### src/rtl/timer_pkg.sv
// Shared constants and helpers for the microsecond tick timer.
package timer_pkg;

  localparam int unsigned TIMER_1US_DEFAULT_PERIOD = 36;

  // Counter width for a modulus n: max(1, clog2(n)).
  function automatic int unsigned timer_width(input int unsigned n);
    int unsigned w;
    w = $clog2(n);
    return (w < 1) ? 1 : w;
  endfunction

endpackage

### src/rtl/timer_1us.sv
// Tick generator: q pulses for one cycle after every PERIOD enabled clock edges.
// Define TIMER_1US_ASSERT_EN to compile in concurrent checks on counter range and tick shape.
module timer_1us
  import timer_pkg::*;
#(
  parameter int unsigned PERIOD = TIMER_1US_DEFAULT_PERIOD
) (
  input  logic clk_36MHz,
  input  logic reset,
  input  logic en,
  output logic q
);

  localparam int unsigned CW = timer_width(PERIOD);
  localparam logic [CW-1:0] CntLast = CW'(PERIOD - 1);

  logic [CW-1:0] cnt_q, cnt_d;
  logic          q_q, q_d;

  // Wrap is detected by equality with CntLast, so the counter never reaches PERIOD.
  always_comb begin
    cnt_d = cnt_q;
    q_d   = 1'b0;
    if (en) begin
      if (cnt_q == CntLast) begin
        cnt_d = '0;
        q_d   = 1'b1;
      end else begin
        cnt_d = cnt_q + CW'(1);
      end
    end
  end

  always_ff @(posedge clk_36MHz or posedge reset) begin
    if (reset) begin
      cnt_q <= '0;
      q_q   <= 1'b0;
    end else begin
      cnt_q <= cnt_d;
      q_q   <= q_d;
    end
  end

  assign q = q_q;

`ifdef TIMER_1US_ASSERT_EN
  if (PERIOD < 1) begin : g_bad_period
    $error("timer_1us: PERIOD must be at least 1");
  end

  a_cnt_range: assert property (@(posedge clk_36MHz) disable iff (reset)
    32'(cnt_q) < PERIOD);

  a_q_after_idle: assert property (@(posedge clk_36MHz) disable iff (reset)
    !en |=> !q_q);

  if (PERIOD > 1) begin : g_single_pulse
    a_q_one_cycle: assert property (@(posedge clk_36MHz) disable iff (reset)
      q_q |=> !q_q);
  end
`else
`endif

endmodule

### config.mk
export PLATFORM = sky130hd
export DESIGN_NAME = timer_1us
export DESIGN_NICKNAME = d
export VERILOG_FILES = /design/src/rtl/timer_pkg.sv /design/src/rtl/timer_1us.sv
export SDC_FILE = /design/constraint.sdc
export NUM_CORES = 1
export LEC_CHECK = 0
export CELL_PAD_IN_SITES_DETAIL_PLACEMENT = 0
export CELL_PAD_IN_SITES_GLOBAL_PLACEMENT = 1
export CORE_AREA = 2 2 39 41
export CTS_BUF_LIST = sky130_fd_sc_hd__clkbuf_8
export DETAILED_ROUTE_END_ITERATION = 12
export DIE_AREA = 0 0 41 43
export GPL_TIMING_DRIVEN = 1
export PLACE_DENSITY_LB_ADDON = 0.1
export SYNTH_ARGS = -nofsm -noshare
export SYNTH_HDL_FRONTEND = slang
export SYNTH_SLANG_ARGS = --single-unit
### constraint.sdc
create_clock -name clk_36MHz -period 1.1 [get_ports clk_36MHz]
set_input_delay 0.165 -clock clk_36MHz [delete_from_list [all_inputs] [get_ports clk_36MHz]]
set_output_delay 0.165 -clock clk_36MHz [all_outputs]
set_load 0.02 [all_outputs]
Word-level counts from Yosys, hierarchy flattened

Index checks and enable logic that the tools add are counted.
W data, S select, Z words.

Register bits after elaboration: 7
Bits of input ports: 3
Output and inout port bits: 1
Word-level logic and storage cells: 7

Mux-type cells: 3
$add $sub $neg: 1
Equal/unequal tests: 1

Operators by type and width:

| operator              | count |
|---|---|
| $add A6 B1 Y6 const B | 1 |
| $eq A6 B6 Y1 const B  | 1 |
| $mux W6               | 1 |
| $mux W1               | 2 |

Logic depth before layout (Yosys ltp)

Depth after elaboration: 3
Gate-level depth with buffers: 4

Least setup slack after synthesis

No wires, ideal clock.

Kind: reg-to-reg
Start: reg cnt_q[0]
End: reg cnt_q[5]
Path buffers: 0
Slack: 0.040 ns
Arrival time: 0.987 ns
Period minus slack after synthesis: 1.060 ns
Cell stages (with the launch flop): 4
Data required time: 1.027 ns
Cells stage by stage: dfrtp_1 -> nand4_2 -> or3_1 -> a21oi_2

Cells in the longest elaborated chain, start to end: 2

RTL lines:

| item                                                 | RTL line                         | text |
|---|---|---|
| start: declaration                                   | timer_1us.sv:17                  | `logic [CW-1:0] cnt_q, cnt_d;` |
| start signal: assignment                             | timer_1us.sv:39                  | `cnt_q <= cnt_d;` |
| $add A6 B1 Y6 / $eq A6 B6 Y1 (equally long branches) | timer_1us.sv:29, timer_1us.sv:25 |  |
| $mux W6 (*)                                          | timer_1us.sv:25                  | `if (cnt_q == CntLast) begin` |

Every way passes the cells marked *; elsewhere a longest branch is shown, timed or not.
A chain may end at the register's enable or synchronous reset.

Worst setup path after layout

Start: reg cnt_q[5]
End: reg cnt_q[5]

The elaborated chain is that of the path after synthesis.

==> impl_metrics.toml <==
[sta]
fmax_ghz = 0.9210
max_slew_margin = 0.8263
setup_viol = 0
skew_ps = 0.2015
period_share = 0.9871
slew_violations = 0
rsz0062_at_grt = "true"
totalNegativeSetupSlack_ps = 0
hold_violations = 0
setup_ws_ps = 14.18
min_period_ps = 1086
tightest_slew_ps = 260.3

[clocking]
path_clk_slew_ps = 40
insertion_delay_ps = 220
clk_path_buf_depth = 2
cts_max_level = 1
cts_root_buffer = "clkbuf_8"
clkSinkCount = 7
holdBufCountCts = 0
cts_tree = "yes"
cts_buffers = 3

[yosys]
synth.avg_cell_area_sq_um = 11.89
synth_top_area_cell = "dfrtp_1"
ys_top_cells_by_count = "dfrtp_1 (7), nand2_1 (3), xnor2_1 (3), o21ai_0 (2)"
async_reset_ff_frac = 1.000
synth-edff-count = 0
ys_warn_count = 0
synthDistinctLibCells = 15
syn_area_sq_um = 309.0
yosys-top-cells-area = "dfrtp_1 (57%), xnor2_1 (8.5%), ha_1 (4.0%), nand4_2 (4.0%), mux2_2 (3.6%)"
syn_nets = 30
ys_seq_area_frac = 0.5668
synth_top_area_share = 0.5668
yosysMostFrequentCell = "dfrtp_1"
synthCells = 26
ys.flop_type = "dfrtp_1"
synth-seq-cells = 7

[global_routing]
grt_max_degree = 8
grt_pass1_wl_mm = 1.048
antenna_found_initial = 0
gr-total-overflow = 0
grt_pass1_vias = 268
grtUsageTotal = 0.09331

[worst_hold_path]
hp-class = "primary input to asynchronous set/reset pin"

[cells_and_area]
drive_above_1_share = 0.4048
diodes = 0
area_delta_synth_final_pct = 56.28
finalNetCount = 47

[floorplanning]
fp.dieArea_sq_mm = 0.001763
rows = 14
die_w_um = 41
start_util = 0.2233
die_h_um = 43
io_pins = 4
core-area_sq_mm = 0.001384

[detailed_routing]
ant_nets = 0
first_iter_violations = 3
avgRoutedWirePerCell_um = 11.14
firstDrtPassIters = 4
via_per_inst = 4.172
wirelength_um = 646
drc = 0
via_count = 242

[job]
drv_cap = 0

[worst_setup_path]
required_ps = 1250
r2r_end = "cnt_q[5]$_DFFE_PP0P_"
cp_max_fo = 2
r2r-start = "cnt_q[5]$_DFFE_PP0P_"
arrival_ps = 1240
setup.worst_path.start_class = "flip-flop"
crit_type = "flip-flop to flip-flop"
reg2reg_slack_ps = 10
r2r_cells = 3
end_kind = "flip-flop"

[pwr]
p_per_area_mw_per_mm2 = 2576
p_leak_nw = 0.2291
power_mw = 1.244
ir_drop_v = 0.0008797

[place]
dp_slack_ps = -307.9
port_buffers = 3
gp_congestion = 0.7582
hpwl_um = 462.6

[outcome]
status = "finished, final reports clean"
## cells in the final DEF (no fill, tap or decap)
| master | count |
|---|---|
| buf_4 | 9 |
| dfrtp_1 | 7 |
| nand2_1 | 3 |
| xnor2_1 | 3 |
| clkbuf_8 | 3 |
| inv_1 | 2 |
| dlygate4sd2_1 | 2 |
| nand4_2 | 1 |
| o21ai_1 | 1 |
| or3_4 | 1 |
| nand3b_1 | 1 |
| nor3b_2 | 1 |
| nor2b_1 | 1 |
| a21oi_2 | 1 |
| nand4_1 | 1 |
| nor2_1 | 1 |
| mux2_4 | 1 |
| o21ai_0 | 1 |
| ha_1 | 1 |
| clkdlybuf4s50_1 | 1 |
## critical path, cell delays in order, from the launching register on
cell     delay [ps]
dfrtp_1         370
buf_4           140
or3_4           370
a21oi_2         130
## routing by layer
metal | global-route usage | share of wire | wire (um) | vias up
met5 | 0 | 0 | 0 | -
met4 | 0.08000 | 0 | 0 | 0
met3 | 0.03141 | 0.037 | 24 | 0
met2 | 0.1281 | 0.51 | 332 | 6
met1 | 0.1096 | 0.45 | 289 | 116
li1 | - | - | - | 120
## flip-flops by register name, indices dropped and copies added (netlist names)
register,cells
cnt_q,6
q,1
## metrics by stage
step                instance area (sq um)  instances  hold WS [ps]  utilization
detailed placement                  426.7         54         426.3       0.3083
floorplan                           309.0         26        -31.60            -
global route                        483.0         58         227.0       0.3490
finish                              483.0         58         173.2       0.3490
global placement                    426.7         54         412.5       0.3083
CTS                                 474.2         58         189.9       0.3427
## final cells by class
type,count,area (sq um)
sequential,7,175.2
clock inverter,1,3.754
tap,16,20.02
clock buffer,3,41.29
inverter,1,3.754
multi-input combinational,18,143.9
timing repair buffer,12,95.09
fill,139,900.9
## power by group
group          switching [mW]  internal, mW  leakage, nW
logic                   0.164         0.271        0.115
registers              0.0917         0.368       0.0870
clock network           0.108         0.241       0.0269
total                   0.364         0.880        0.229
## timing repair
| action | 4_1_cts | 5_1_grt |
|---|---|---|
| setup buffers | 0 | 0 |
| pin swaps | 0 | 1 |
| setup endpoints to repair | 3 | 4 |
| resized for setup | 3 | 3 |
## logic make-up (layout without fill, tap and decap cells)
family / Yosys count / count (layout) / share of synthesized area
flip-flops: 7 / 7 / 0.5668
multiplexers: 1 / 1 / 0.03643
XOR/XNOR: 3 / 3 / 0.08504
adder cells (fa/ha/maj): 1 / 1 / 0.04048
AO/OA/AOI/OAI: 3 / 3 / 0.06074
AND/OR/NAND/NOR: 10 / 10 / 0.1984
buffers and inverters: 1 / 17 / 0.01213
## worst max-delay path by stage
stage / cells past startpoint / to / slack (ps) / start
global route: 5 / cnt_q[0]$_DFFE_PP0P_ / -50 / cnt_q[0]$_DFFE_PP0P_
floorplan: 3 / cnt_q[5]$_DFFE_PP0P_ / 40 / cnt_q[0]$_DFFE_PP0P_
CTS: 3 / cnt_q[5]$_DFFE_PP0P_ / 5 / cnt_q[2]$_DFFE_PP0P_
detailed placement: 4 / cnt_q[5]$_DFFE_PP0P_ / -310 / en
global placement: 4 / cnt_q[5]$_DFFE_PP0P_ / -300 / en
finish: 3 / cnt_q[5]$_DFFE_PP0P_ / 10 / cnt_q[5]$_DFFE_PP0P_
Note: power is estimated with default switching activity, not from simulation.
